$ cat src/rtl/fifo_pkg.sv
// -----------------------------------------------------------------------------
// fifo_pkg
// Shared types and pointer helpers for the sync_fifo_ctrl FIFO controller.
//  - fifo_err_t : sticky error flags {overflow, underflow} (used when
//                 SYNC_FIFO_CTRL_ERR_EN is defined)
//  - ptr_inc()  : pointer increment with wrap at 2^(addr_width+1)
//  - is_full()  : full test on two wrap-bit pointers
// Pointers are passed zero-extended to PTR_MAX_W bits so one function serves
// every ADDR_WIDTH; callers size-cast the result back to their pointer width.
// -----------------------------------------------------------------------------
package fifo_pkg;

    localparam int PTR_MAX_W = 32;

    typedef struct packed {
        logic overflow;
        logic underflow;
    } fifo_err_t;

    function automatic logic [PTR_MAX_W-1:0] ptr_inc(
        input logic [PTR_MAX_W-1:0] ptr,
        input int                   addr_width
    );
        logic [PTR_MAX_W-1:0] mask;
        mask = (PTR_MAX_W'(1) << (addr_width + 1)) - PTR_MAX_W'(1);
        return (ptr + PTR_MAX_W'(1)) & mask;
    endfunction

    // Full when the wrap bits differ and the address bits match.
    function automatic logic is_full(
        input logic [PTR_MAX_W-1:0] wptr,
        input logic [PTR_MAX_W-1:0] rptr,
        input int                   addr_width
    );
        logic [PTR_MAX_W-1:0] diff;
        logic [PTR_MAX_W-1:0] low_mask;
        diff     = wptr ^ rptr;
        low_mask = (PTR_MAX_W'(1) << addr_width) - PTR_MAX_W'(1);
        return (((diff >> addr_width) & PTR_MAX_W'(1)) != '0) &&
               ((diff & low_mask) == '0);
    endfunction

endpackage

$ cat src/rtl/sync_fifo_ctrl_if.sv
// -----------------------------------------------------------------------------
// sync_fifo_ctrl_if
// Handshake and array-control bundle between a FIFO user and sync_fifo_ctrl.
//  - w_inc, r_inc               : push / pop requests (from master)
//  - w_full, r_empty            : status flags (from slave)
//  - mem_we, w_addr, r_addr     : storage array control (from slave)
//  - count, almost_full/empty   : occupancy and thresholds (from slave)
//  - overflow, underflow        : sticky error flags, present only when
//                                 SYNC_FIFO_CTRL_ERR_EN is defined
// Modports: slave = the controller, master = the requesting side.
// -----------------------------------------------------------------------------
interface sync_fifo_ctrl_if #(
    parameter int ADDR_WIDTH = 4
);
    logic                  w_inc;
    logic                  r_inc;
    logic                  w_full;
    logic                  r_empty;
    logic                  mem_we;
    logic [ADDR_WIDTH-1:0] w_addr;
    logic [ADDR_WIDTH-1:0] r_addr;
    logic [ADDR_WIDTH:0]   count;
    logic                  almost_full;
    logic                  almost_empty;
`ifdef SYNC_FIFO_CTRL_ERR_EN
    logic                  overflow;
    logic                  underflow;

    modport slave (
        input  w_inc, r_inc,
        output w_full, r_empty, mem_we, w_addr, r_addr, count,
               almost_full, almost_empty, overflow, underflow
    );

    modport master (
        output w_inc, r_inc,
        input  w_full, r_empty, mem_we, w_addr, r_addr, count,
               almost_full, almost_empty, overflow, underflow
    );
`else
    modport slave (
        input  w_inc, r_inc,
        output w_full, r_empty, mem_we, w_addr, r_addr, count,
               almost_full, almost_empty
    );

    modport master (
        output w_inc, r_inc,
        input  w_full, r_empty, mem_we, w_addr, r_addr, count,
               almost_full, almost_empty
    );
`endif
endinterface

$ cat src/rtl/fifo_ptr.sv
// -----------------------------------------------------------------------------
// fifo_ptr
// One FIFO pointer of ADDR_WIDTH+1 bits (MSB = wrap bit), advancing by one
// with wrap whenever i_en is high.
//  - clk   : clock
//  - rst   : asynchronous active-high reset, pointer -> 0
//  - i_en  : advance the pointer at this edge
//  - o_ptr : registered pointer value
// -----------------------------------------------------------------------------
module fifo_ptr
    import fifo_pkg::*;
#(
    parameter int ADDR_WIDTH = 4
) (
    input  logic                clk,
    input  logic                rst,
    input  logic                i_en,
    output logic [ADDR_WIDTH:0] o_ptr
);
    localparam int PW = ADDR_WIDTH + 1;

    logic [ADDR_WIDTH:0] r_ptr;
    logic [ADDR_WIDTH:0] w_next;

    assign w_next = PW'(ptr_inc(PTR_MAX_W'(r_ptr), ADDR_WIDTH));

    always_ff @(posedge clk or posedge rst) begin
        if (rst) begin
            r_ptr <= '0;
        end else if (i_en) begin
            r_ptr <= w_next;
        end
    end

    assign o_ptr = r_ptr;
endmodule

$ cat src/rtl/sync_fifo_ctrl.sv
// -----------------------------------------------------------------------------
// sync_fifo_ctrl
// Single-clock first-word-fall-through FIFO controller. Owns the read/write
// pointers and derives full/empty, occupancy and almost-full/empty from them;
// drives write enable and both addresses of an external dual-port array.
//  - clk  : clock, all logic on posedge
//  - rst  : asynchronous active-high reset
//  - bus  : sync_fifo_ctrl_if.slave (w_inc, r_inc in; w_full, r_empty,
//           mem_we, w_addr, r_addr, count, almost_full, almost_empty out)
// Optional: define SYNC_FIFO_CTRL_ERR_EN to add sticky overflow/underflow
// outputs on the interface. Without it, rejected requests are dropped silently.
// -----------------------------------------------------------------------------
module sync_fifo_ctrl
    import fifo_pkg::*;
#(
    parameter int ADDR_WIDTH = 4,
    parameter int AF_LEVEL   = 12,
    parameter int AE_LEVEL   = 2
) (
    input  logic             clk,
    input  logic             rst,
    sync_fifo_ctrl_if.slave  bus
);
    localparam int                  PW     = ADDR_WIDTH + 1;
    localparam logic [ADDR_WIDTH:0] AF_LVL = PW'(AF_LEVEL);
    localparam logic [ADDR_WIDTH:0] AE_LVL = PW'(AE_LEVEL);

    logic [ADDR_WIDTH:0] w_wptr;
    logic [ADDR_WIDTH:0] w_rptr;
    logic [ADDR_WIDTH:0] w_count;
    logic                w_full;
    logic                w_empty;
    logic                w_wr_ok;
    logic                w_rd_ok;

    // Flags come straight from the registered pointers, so a simultaneous
    // read and write at full/empty is judged on the pre-edge state.
    assign w_empty = (w_wptr == w_rptr);
    assign w_full  = is_full(PTR_MAX_W'(w_wptr), PTR_MAX_W'(w_rptr), ADDR_WIDTH);
    assign w_count = w_wptr - w_rptr;   // modulo 2^(ADDR_WIDTH+1) covers wrap

    assign w_wr_ok = bus.w_inc & ~w_full;
    assign w_rd_ok = bus.r_inc & ~w_empty;

    fifo_ptr #(.ADDR_WIDTH(ADDR_WIDTH)) u_wptr (
        .clk   (clk),
        .rst   (rst),
        .i_en  (w_wr_ok),
        .o_ptr (w_wptr)
    );

    fifo_ptr #(.ADDR_WIDTH(ADDR_WIDTH)) u_rptr (
        .clk   (clk),
        .rst   (rst),
        .i_en  (w_rd_ok),
        .o_ptr (w_rptr)
    );

    assign bus.w_full       = w_full;
    assign bus.r_empty      = w_empty;
    assign bus.mem_we       = w_wr_ok;
    assign bus.w_addr       = w_wptr[ADDR_WIDTH-1:0];
    assign bus.r_addr       = w_rptr[ADDR_WIDTH-1:0];
    assign bus.count        = w_count;
    assign bus.almost_full  = (w_count >= AF_LVL);
    assign bus.almost_empty = (w_count <= AE_LVL);

`ifdef SYNC_FIFO_CTRL_ERR_EN
    fifo_err_t r_err;

    // Sticky until reset; set on the edge following the offending request.
    always_ff @(posedge clk or posedge rst) begin
        if (rst) begin
            r_err <= '0;
        end else begin
            if (bus.w_inc && w_full) begin
                r_err.overflow <= 1'b1;
            end
            if (bus.r_inc && w_empty) begin
                r_err.underflow <= 1'b1;
            end
        end
    end

    assign bus.overflow  = r_err.overflow;
    assign bus.underflow = r_err.underflow;
`endif
endmodule

$ cat src/flat_wrapper.sv
// flat-port wrapper written by rule: the top's interface ports become plain ports
module sync_fifo_ctrl_flat import fifo_pkg::*;
#(
    parameter int ADDR_WIDTH = 4,
    parameter int AF_LEVEL   = 12,
    parameter int AE_LEVEL   = 2
)
  (clk, rst, bus_w_inc, bus_r_inc, bus_w_full, bus_r_empty, bus_mem_we, bus_w_addr, bus_r_addr, bus_count, bus_almost_full, bus_almost_empty);
  sync_fifo_ctrl_if #(.ADDR_WIDTH(ADDR_WIDTH)) bus_i ();
  input  logic clk;
  input  logic rst;
  input wire logic [$bits(bus_i.w_inc)-1:0] bus_w_inc;
  input wire logic [$bits(bus_i.r_inc)-1:0] bus_r_inc;
  output wire logic [$bits(bus_i.w_full)-1:0] bus_w_full;
  output wire logic [$bits(bus_i.r_empty)-1:0] bus_r_empty;
  output wire logic [$bits(bus_i.mem_we)-1:0] bus_mem_we;
  output wire logic [$bits(bus_i.w_addr)-1:0] bus_w_addr;
  output wire logic [$bits(bus_i.r_addr)-1:0] bus_r_addr;
  output wire logic [$bits(bus_i.count)-1:0] bus_count;
  output wire logic [$bits(bus_i.almost_full)-1:0] bus_almost_full;
  output wire logic [$bits(bus_i.almost_empty)-1:0] bus_almost_empty;
  assign bus_i.w_inc = bus_w_inc;
  assign bus_i.r_inc = bus_r_inc;
  assign bus_w_full = bus_i.w_full;
  assign bus_r_empty = bus_i.r_empty;
  assign bus_mem_we = bus_i.mem_we;
  assign bus_w_addr = bus_i.w_addr;
  assign bus_r_addr = bus_i.r_addr;
  assign bus_count = bus_i.count;
  assign bus_almost_full = bus_i.almost_full;
  assign bus_almost_empty = bus_i.almost_empty;
  sync_fifo_ctrl #(.ADDR_WIDTH(ADDR_WIDTH), .AF_LEVEL(AF_LEVEL), .AE_LEVEL(AE_LEVEL)) u_core (.clk(clk), .rst(rst), .bus(bus_i));
endmodule
$ cat config.mk
export PLATFORM = sky130hd
export DESIGN_NAME = sync_fifo_ctrl_flat
export DESIGN_NICKNAME = d
export VERILOG_FILES = /design/src/rtl/fifo_pkg.sv /design/src/rtl/sync_fifo_ctrl_if.sv /design/src/rtl/fifo_ptr.sv /design/src/rtl/sync_fifo_ctrl.sv /design/src/flat_wrapper.sv
export SDC_FILE = /design/constraint.sdc
export NUM_CORES = 1
export LEC_CHECK = 0
export CORE_UTILIZATION = 43
export CTS_BUF_LIST = sky130_fd_sc_hd__clkbuf_8
export CTS_CLUSTER_SIZE = 10
export DETAILED_ROUTE_END_ITERATION = 8
export GPL_ROUTABILITY_DRIVEN = 0
export MAX_ROUTING_LAYER = met4
export PLACE_DENSITY = 0.84
export SYNTH_ARGS = -nofsm -noshare
export SYNTH_HDL_FRONTEND = slang
export SYNTH_SLANG_ARGS = --single-unit
$ cat constraint.sdc
create_clock -name clk -period 3.2 [get_ports clk]
set_clock_uncertainty 0.2 [all_clocks]
set_input_delay 0.48 -clock clk [delete_from_list [all_inputs] [get_ports clk]]
set_output_delay 0.48 -clock clk [all_outputs]
set_load 0.02 [all_outputs]
Word level (Yosys, flattened, before mapping)
Index checks and enable logic that the tools add are counted.
- $add $sub $neg: 3
- $lt $le $gt $ge: 2
- eq/ne operators: 1
- bitwise operators: 5
- reductions and logical operators: 2
- operators with widths (kind ; count):
    32-bit zero test ; 1
    5-bit by 1-bit adder with 5-bit output (second input constant) ; 2
    5-bit equality test ; 1
    5-bit by 4-bit greater-or-equal comparator with 1-bit output (second input constant) ; 1
    5-bit by 2-bit <= comparator with 1-bit output (second input constant) ; 1
    5-bit subtractor ; 1
    5-bit XOR ; 1
    1-bit bitwise AND ; 2
    1-bit inverter ; 2
    1-bit logical AND ; 1
- register bits: 10
- input port bits: 4
- output and inout bits: 18
- logic and storage cells: 15

Logic depth before layout (Yosys ltp)
Gate-level depths: netlist (run 1).
- depth in word-level cells: 5
- mapped depth: 7
- gate-level depth less buffers: 7

Hierarchy
Synthesis (run 1) repeated with hierarchy kept, for this count alone.
- cell total of the unflattened synthesis: 57
- area total of the unflattened synthesis: 625.6 um2
- by module, submodules not included (module ; times used ; cells an instance ; area each (um2) ; sequential area each (um2)):
    fifo_ptr ; 2 ; 15 ; 203.9 ; 125.1
    sync_fifo_ctrl ; 1 ; 27 ; 217.7 ; 0.0

Worst setup path before layout (run 1)
No wires, ideal clock.
- path type: register to output
- from: reg u_core.u_rptr.r_ptr[0] (netlist: u_core.u_rptr.o_ptr[0])
- to: out bus_almost_empty
- data arrival time: 2191 ps
- required time: 2520 ps
- path slack: 329 ps
- stages on the path, launching flop included: 7
- buffers on the path: 0
- cell sequence: dfrtp_1 ha_1 fa_1 or2b_1 a21oi_2 xnor2_1 a2111oi_2
- word-level cells in the longest chain between the ends: 2
- RTL lines (item ; RTL line ; text):
    start, declared ; fifo_ptr.sv:22 ; logic [ADDR_WIDTH:0] r_ptr;
    start signal, assigned ; fifo_ptr.sv:31 ; r_ptr <= w_next;
    5-bit subtractor ; sync_fifo_ctrl.sv:40 ; assign w_count = w_wptr - w_rptr;
    named net bus_count[4] ; flat_wrapper.sv:19 ; output wire logic [$bits(bus_i.count)-1:0] bus_count;
    5-bit by 2-bit <= comparator with 1-bit output ; sync_fifo_ctrl.sv:66 ; assign bus.almost_empty = (w_count <= AE_LVL);
    end, declared ; flat_wrapper.sv:21 ; output wire logic [$bits(bus_i.almost_empty)-1:0] bus_almost_empty;
The timed path passes the listed nets, and every way through them passes these cells.

Worst setup path in the final report (run 1)
- from: reg u_core.u_rptr.r_ptr[2] (netlist: u_core.u_rptr.o_ptr[2])
- to: out bus_count[3]
- word-level cells in the longest chain between the ends: 1
- RTL lines (item ; RTL line):
    5-bit subtractor ; sync_fifo_ctrl.sv:40
    end, declared ; flat_wrapper.sv:19
Every way passes these cells.

==> results_dict.tcl, run 1 <==
set metrics [dict create \
    ordered_cell_list_for_the_critical_path "inv_1 > ha_1 > nand2_1 > o21ai_0 > xor2_1 > clkdlybuf4s50_1" \
    cts_buffers 3 \
    clkLatencyLatePin_ps 240 \
    final_layout_size_suffix_gt1_share_pct 14.0 \
    synth_sequential_area_ratio_pct 35.0 \
    cp_top_family "buffers and inverters" \
    tritoncts "done" \
    finish.instance_area_um2 956 \
    postRouteAntennaNets 0 \
    wire_length_of_the_first_global_routing_pass_mm 2.47 \
    hold_removal_path_class "in -> async" \
    cts_max_level 1 \
    postRouteWirelength_mm 1.50 \
    syn-mean-instance-area_um2 9.80 \
    synth-edff-count 0 \
    crit_path_max_incr_delay_ps 670 \
    max_slew_margin_pct 72.1 \
    rows 14 \
    synth.ff_latch_count 10 \
    chipWidth_um 42.8 \
    nets 105 \
    clk_pin_slew_ps 50 \
    net_count_after_synthesis 84 \
    vias_in_the_first_global_route 540 \
    worstPathMaxFanout 6 \
    hpwl_mm 1.17 \
    cts_buffer_depth 2 \
    final_cells 109 \
    netlist_area_um2 716 \
    area_growth_pct 33.6 \
    synth_top_flop_cell "sky130_fd_sc_hd__dfrtp_1" \
    synth_warnings 0 \
    total_negative_setup_slacks_ps 0 \
    post-synth-top-area-cell "sky130_fd_sc_hd__dfrtp_1" \
    share_of_the_synthesized_area_in_the_top_cell_type_pct 35.0 \
    detail_route.wl_per_cell_um 13.8 \
    postSynth.asyncResetShare_pct 100 \
    post_synth_most_frequent_cells "sky130_fd_sc_hd__dfrtp_1, sky130_fd_sc_hd__xnor2_1, sky130_fd_sc_hd__buf_4, sky130_fd_sc_hd__inv_1, sky130_fd_sc_hd__ha_1" \
    category_of_the_most_critical_setup_path "reg -> out" \
    setup_viol_count_final 0 \
    initial_core_util_pct 47.0 \
    critical_path.endpoint_type "primary output" \
    critPathSlowestCell "sky130_fd_sc_hd__clkdlybuf4s50_1" \
    cp.required_ps 2520 \
    num_io_pins 22 \
    fin_crit_ps 3060 \
    core-area_mm2 0.00152 \
    drt_first_iter_violations 5 \
    placed_insts 105 \
    die-height_um 42.8 \
    num_antenna_cells 0 \
    routed_via_density 5.20 \
    routed-via-count 567 \
    holdBufCountCts 0 \
    synthesis.instances 73 \
    input_output_buffers 21 \
    number_of_antenna_violations_at_the_first_check_in_global_routing 0 \
    drv_slew 0 \
    cts_root_buffer_type "sky130_fd_sc_hd__clkbuf_8" \
    detailed_place.area_um2 908 \
    globalRouteTotalUtil_pct 18.9 \
    clock.fmax_ghz 0.326 \
    report.final.hold_viol_count 0 \
    cts_num_sinks 10 \
    post-cts-setup-buffer-count 0 \
    detail_route.first_pass.iterations 4 \
    critical_path_arrival_ps 2380 \
    worst_margin_pin_slew_ps 414 \
    synth_top_cells_by_area "sky130_fd_sc_hd__dfrtp_1, sky130_fd_sc_hd__xnor2_1, sky130_fd_sc_hd__ha_1" \
    worst-path-buf-inv 2 \
    grt_overflow 0 \
    min_period_over_period_pct 95.7 \
    grt_setup_unrepaired "no" \
    run_status "complete, no violations" \
    synth.distinct_cells 21 \
    maxCapViolCount 0 \
    post-route-drc-count 0 \
    worstSetupStartpointType "flip-flop" \
    die_area_mm2 0.00183 \
    grt_start_max_net_pins 11 \
    n_fill_cell 141 \
]
[worst paths after layout]
check                      depth (start not counted)                                from  slack [ps]                            endpoint
max                                                6  u_core.u_rptr.o_ptr[2]$_DFFE_PP0P_         140                        bus_count[3]
min in group clk                                   1  u_core.u_wptr.o_ptr[3]$_DFFE_PP0P_         330  u_core.u_wptr.o_ptr[3]$_DFFE_PP0P_
min                                                2                                 rst         330  u_core.u_rptr.o_ptr[2]$_DFFE_PP0P_
max reg2reg                                        5  u_core.u_rptr.o_ptr[2]$_DFFE_PP0P_        1060  u_core.u_rptr.o_ptr[1]$_DFFE_PP0P_
min reg2reg                                        1  u_core.u_wptr.o_ptr[3]$_DFFE_PP0P_         330  u_core.u_wptr.o_ptr[3]$_DFFE_PP0P_
max in group asynchronous                          2                                 rst        2180  u_core.u_rptr.o_ptr[1]$_DFFE_PP0P_
[metal layers]
layer	wire (um)	global-route usage, %
met1	656	24.3
met2	748	28.2
met3	86	6.38
met4	9	5.63
met5	0	-
[flip-flops by register name, summed over array words and instances (netlist names)]
name,cells
u_core.u_rptr.o_ptr,5
u_core.u_wptr.o_ptr,5
[kinds of logic after synthesis]
family | synth area share [%]
adder cells (fa/ha/maj) | 13.3
XOR/XNOR | 17.0
multiplexers | 1.57
AO/OA/AOI/OAI | 9.79
AND/OR/NAND/NOR | 10.8
buffers and inverters | 12.6
flip-flops | 35.0
[final cells by class]
type / instances / area, um^2 / share of cell area, %
multi-input combinational: 47 / 375 / 39.3
sequential: 10 / 250 / 26.2
timing repair buffer: 24 / 225 / 23.6
clock buffer: 4 / 55.1 / 5.76
inverter: 8 / 30.0 / 3.14
tap: 16 / 20.0 / 2.09
[worst reg2reg max path: cells and delay by family (launching register included)]
kind	cells	cell delay, ps
flip-flops	1	390
adder cells (fa/ha/maj)	1	390
AO/OA/AOI/OAI	1	390
multiplexers	1	380
AND/OR/NAND/NOR	1	180
buffers and inverters	1	90
[cells in the final DEF, fill, tap and decap left out, types with 2 or more instances in the layout]
cell / netlist / final
sky130_fd_sc_hd__nor2_1: 5 / 5
sky130_fd_sc_hd__dlygate4sd2_1: 0 / 2
sky130_fd_sc_hd__buf_4: 8 / 3
sky130_fd_sc_hd__xnor2_1: 10 / 10
sky130_fd_sc_hd__dfrtp_1: 10 / 10
sky130_fd_sc_hd__inv_1: 8 / 8
sky130_fd_sc_hd__ha_1: 6 / 6
sky130_fd_sc_hd__clkdlybuf4s50_1: 0 / 18
sky130_fd_sc_hd__nand3_1: 3 / 3
sky130_fd_sc_hd__nand4_1: 2 / 2
sky130_fd_sc_hd__a21oi_1: 3 / 3
sky130_fd_sc_hd__clkbuf_8: 0 / 4
sky130_fd_sc_hd__o21ai_0: 3 / 3
sky130_fd_sc_hd__nand2_1: 4 / 4
sky130_fd_sc_hd__xor2_1: 2 / 2
[through the flow]
step / hold WS [ps] / utilization, % / setup slack [ps]
floorplan: 120 / - / 329
global route: 368 / 62.7 / 5.63
finish: 330 / 62.7 / 137
detailed placement: 333 / 59.6 / 38.8
global placement: 325 / 59.6 / 129
CTS: 337 / 63.0 / 77.5
[repair_timing]
action                                  CTS  global route
endpoints found under the setup margin    3             1
pin swaps                                 0             0
gates resized for setup                   3             3
Power of run 1 is left out: the tool's default activity adds up to more than one toggle a clock period on the data nets, which glitch-free logic cannot reach.
==> inputs of run 2 (changes only) <==
Settings changed: CTS_BUF_LIST sky130_fd_sc_hd__clkbuf_8 to sky130_fd_sc_hd__clkbuf_4.
==> results_dict.tcl, run 2 (synthesized netlist as in run 1, its figures left out) <==
set metrics [dict create \
    globalRouteTotalUtil_pct 18.7 \
    final_layout_size_suffix_gt1_share_pct 14.7 \
    number_of_antenna_violations_at_the_first_check_in_global_routing 0 \
    vias_in_the_first_global_route 561 \
    num_io_pins 22 \
    worstSetupStartpointType "flip-flop" \
    tritoncts "done" \
    die_area_mm2 0.00183 \
    cts_root_buffer_type "sky130_fd_sc_hd__clkbuf_4" \
    hold_removal_path_class "in -> async" \
    setup_viol_count_final 0 \
    ordered_cell_list_for_the_critical_path "inv_1 > ha_1 > fa_1 > or2b_1 > a21oi_2 > xnor2_1 > a21o_2 > dlygate4sd2_1" \
    cts_buffer_depth 2 \
    worstRegToRegCells 5 \
    cts_max_level 1 \
    worstPathMaxFanout 3 \
    postRouteWirelength_mm 1.52 \
    input_output_buffers 21 \
    clock.fmax_ghz 0.330 \
    core-area_mm2 0.00152 \
    rows 14 \
    critical_path_arrival_ps 2350 \
    holdBufCountCts 0 \
    report.final.hold_viol_count 0 \
    critPathSlowestCell "sky130_fd_sc_hd__fa_1" \
    detail_route.first_pass.iterations 4 \
    total_negative_setup_slacks_ps 0 \
    grt_start_max_net_pins 11 \
    grt_overflow 0 \
    routed-via-count 584 \
    routed_via_density 5.26 \
    max_slew_margin_pct 70.6 \
    detail_route.wl_per_cell_um 13.7 \
    num_antenna_cells 0 \
    area_growth_pct 31.6 \
    cts_buffers 3 \
    hpwl_mm 1.17 \
    rrSetupSlack_ps 1050 \
    cts_num_sinks 10 \
    chipWidth_um 42.8 \
    cp.required_ps 2520 \
    postRouteAntennaNets 0 \
    grt_setup_unrepaired "no" \
    drt_first_iter_violations 8 \
    post-route-drc-count 0 \
    clk_pin_slew_ps 80 \
    nets 107 \
    crit_path_max_incr_delay_ps 410 \
    die-height_um 42.8 \
    clkLatencyLatePin_ps 270 \
    maxCapViolCount 0 \
    wire_length_of_the_first_global_routing_pass_mm 2.46 \
    category_of_the_most_critical_setup_path "reg -> out" \
    initial_core_util_pct 47.0 \
    drv_slew 0 \
    run_status "complete, no violations" \
    layout_commonest_cell "sky130_fd_sc_hd__clkdlybuf4s50_1" \
    min_period_over_period_pct 94.7 \
    layout.cells.most_common_list "sky130_fd_sc_hd__clkdlybuf4s50_1, sky130_fd_sc_hd__xnor2_1, sky130_fd_sc_hd__dfrtp_1" \
    fin_crit_ps 3030 \
    worst_margin_pin_slew_ps 436 \
    critical_path.endpoint_type "primary output" \
]
==> run 2: layout make-up <==
class | count | area, um^2
clock buffer | 3 | 22.5
clock inverter | 1 | 3.75
fill | 139 | 582
inverter | 8 | 30.0
multi-input combinational | 47 | 375
sequential | 10 | 250
tap | 16 | 20.0
timing repair buffer | 26 | 240
==> run 2: worst max-delay path: cells and delay by family, from the launching register on <==
family | cells | cell delay [ps]
flops | 1 | 350
compound gates | 2 | 280
buf+inv | 2 | 400
xor+xnor | 1 | 200
fa+ha+maj | 2 | 610
simple gates | 1 | 250
==> run 2: through the flow <==
stage               instance area, um^2  worst slack [ps]  util, %  hold slack (ps)  instances
finish                              942               170     61.8              292        111
global route                        942              58.9     61.8              329        111
CTS                                 931              46.3     61.1              303        109
detailed placement                  908              38.8     59.6              333        105
global placement                    908               129     59.6              325        105
floorplan                           716               329        -              120         73
==> run 2: worst paths after layout <==
kind	end	startpoint
max in group asynchronous	u_core.u_wptr.o_ptr[0]$_DFFE_PP0P_	rst
worst min register to register	u_core.u_wptr.o_ptr[3]$_DFFE_PP0P_	u_core.u_wptr.o_ptr[3]$_DFFE_PP0P_
worst min-delay path	u_core.u_rptr.o_ptr[2]$_DFFE_PP0P_	rst
worst max-delay path	bus_almost_full	u_core.u_wptr.o_ptr[0]$_DFFE_PP0P_
worst max register to register	u_core.u_rptr.o_ptr[1]$_DFFE_PP0P_	u_core.u_rptr.o_ptr[2]$_DFFE_PP0P_
min in group clk	u_core.u_wptr.o_ptr[3]$_DFFE_PP0P_	u_core.u_wptr.o_ptr[3]$_DFFE_PP0P_
==> run 2: repair_timing <==
item,4_1_cts,5_1_grt
setup endpoints to repair,3,2
buffers inserted,0,2
resized for setup,3,3
pin swaps,0,1
gates cloned,0,0
==> run 2: per-layer routing <==
| layer | track usage, % | routed length, um | vias to the layer above |
|---|---|---|---|
| met5 | - | 0 | - |
| met4 | 5.63 | 12 | 0 |
| met3 | 6.38 | 90 | 4 |
| met2 | 29.1 | 754 | 18 |
| met1 | 23.0 | 667 | 285 |
| li1 | - | - | 277 |
Power of run 2 is left out for the same reason.
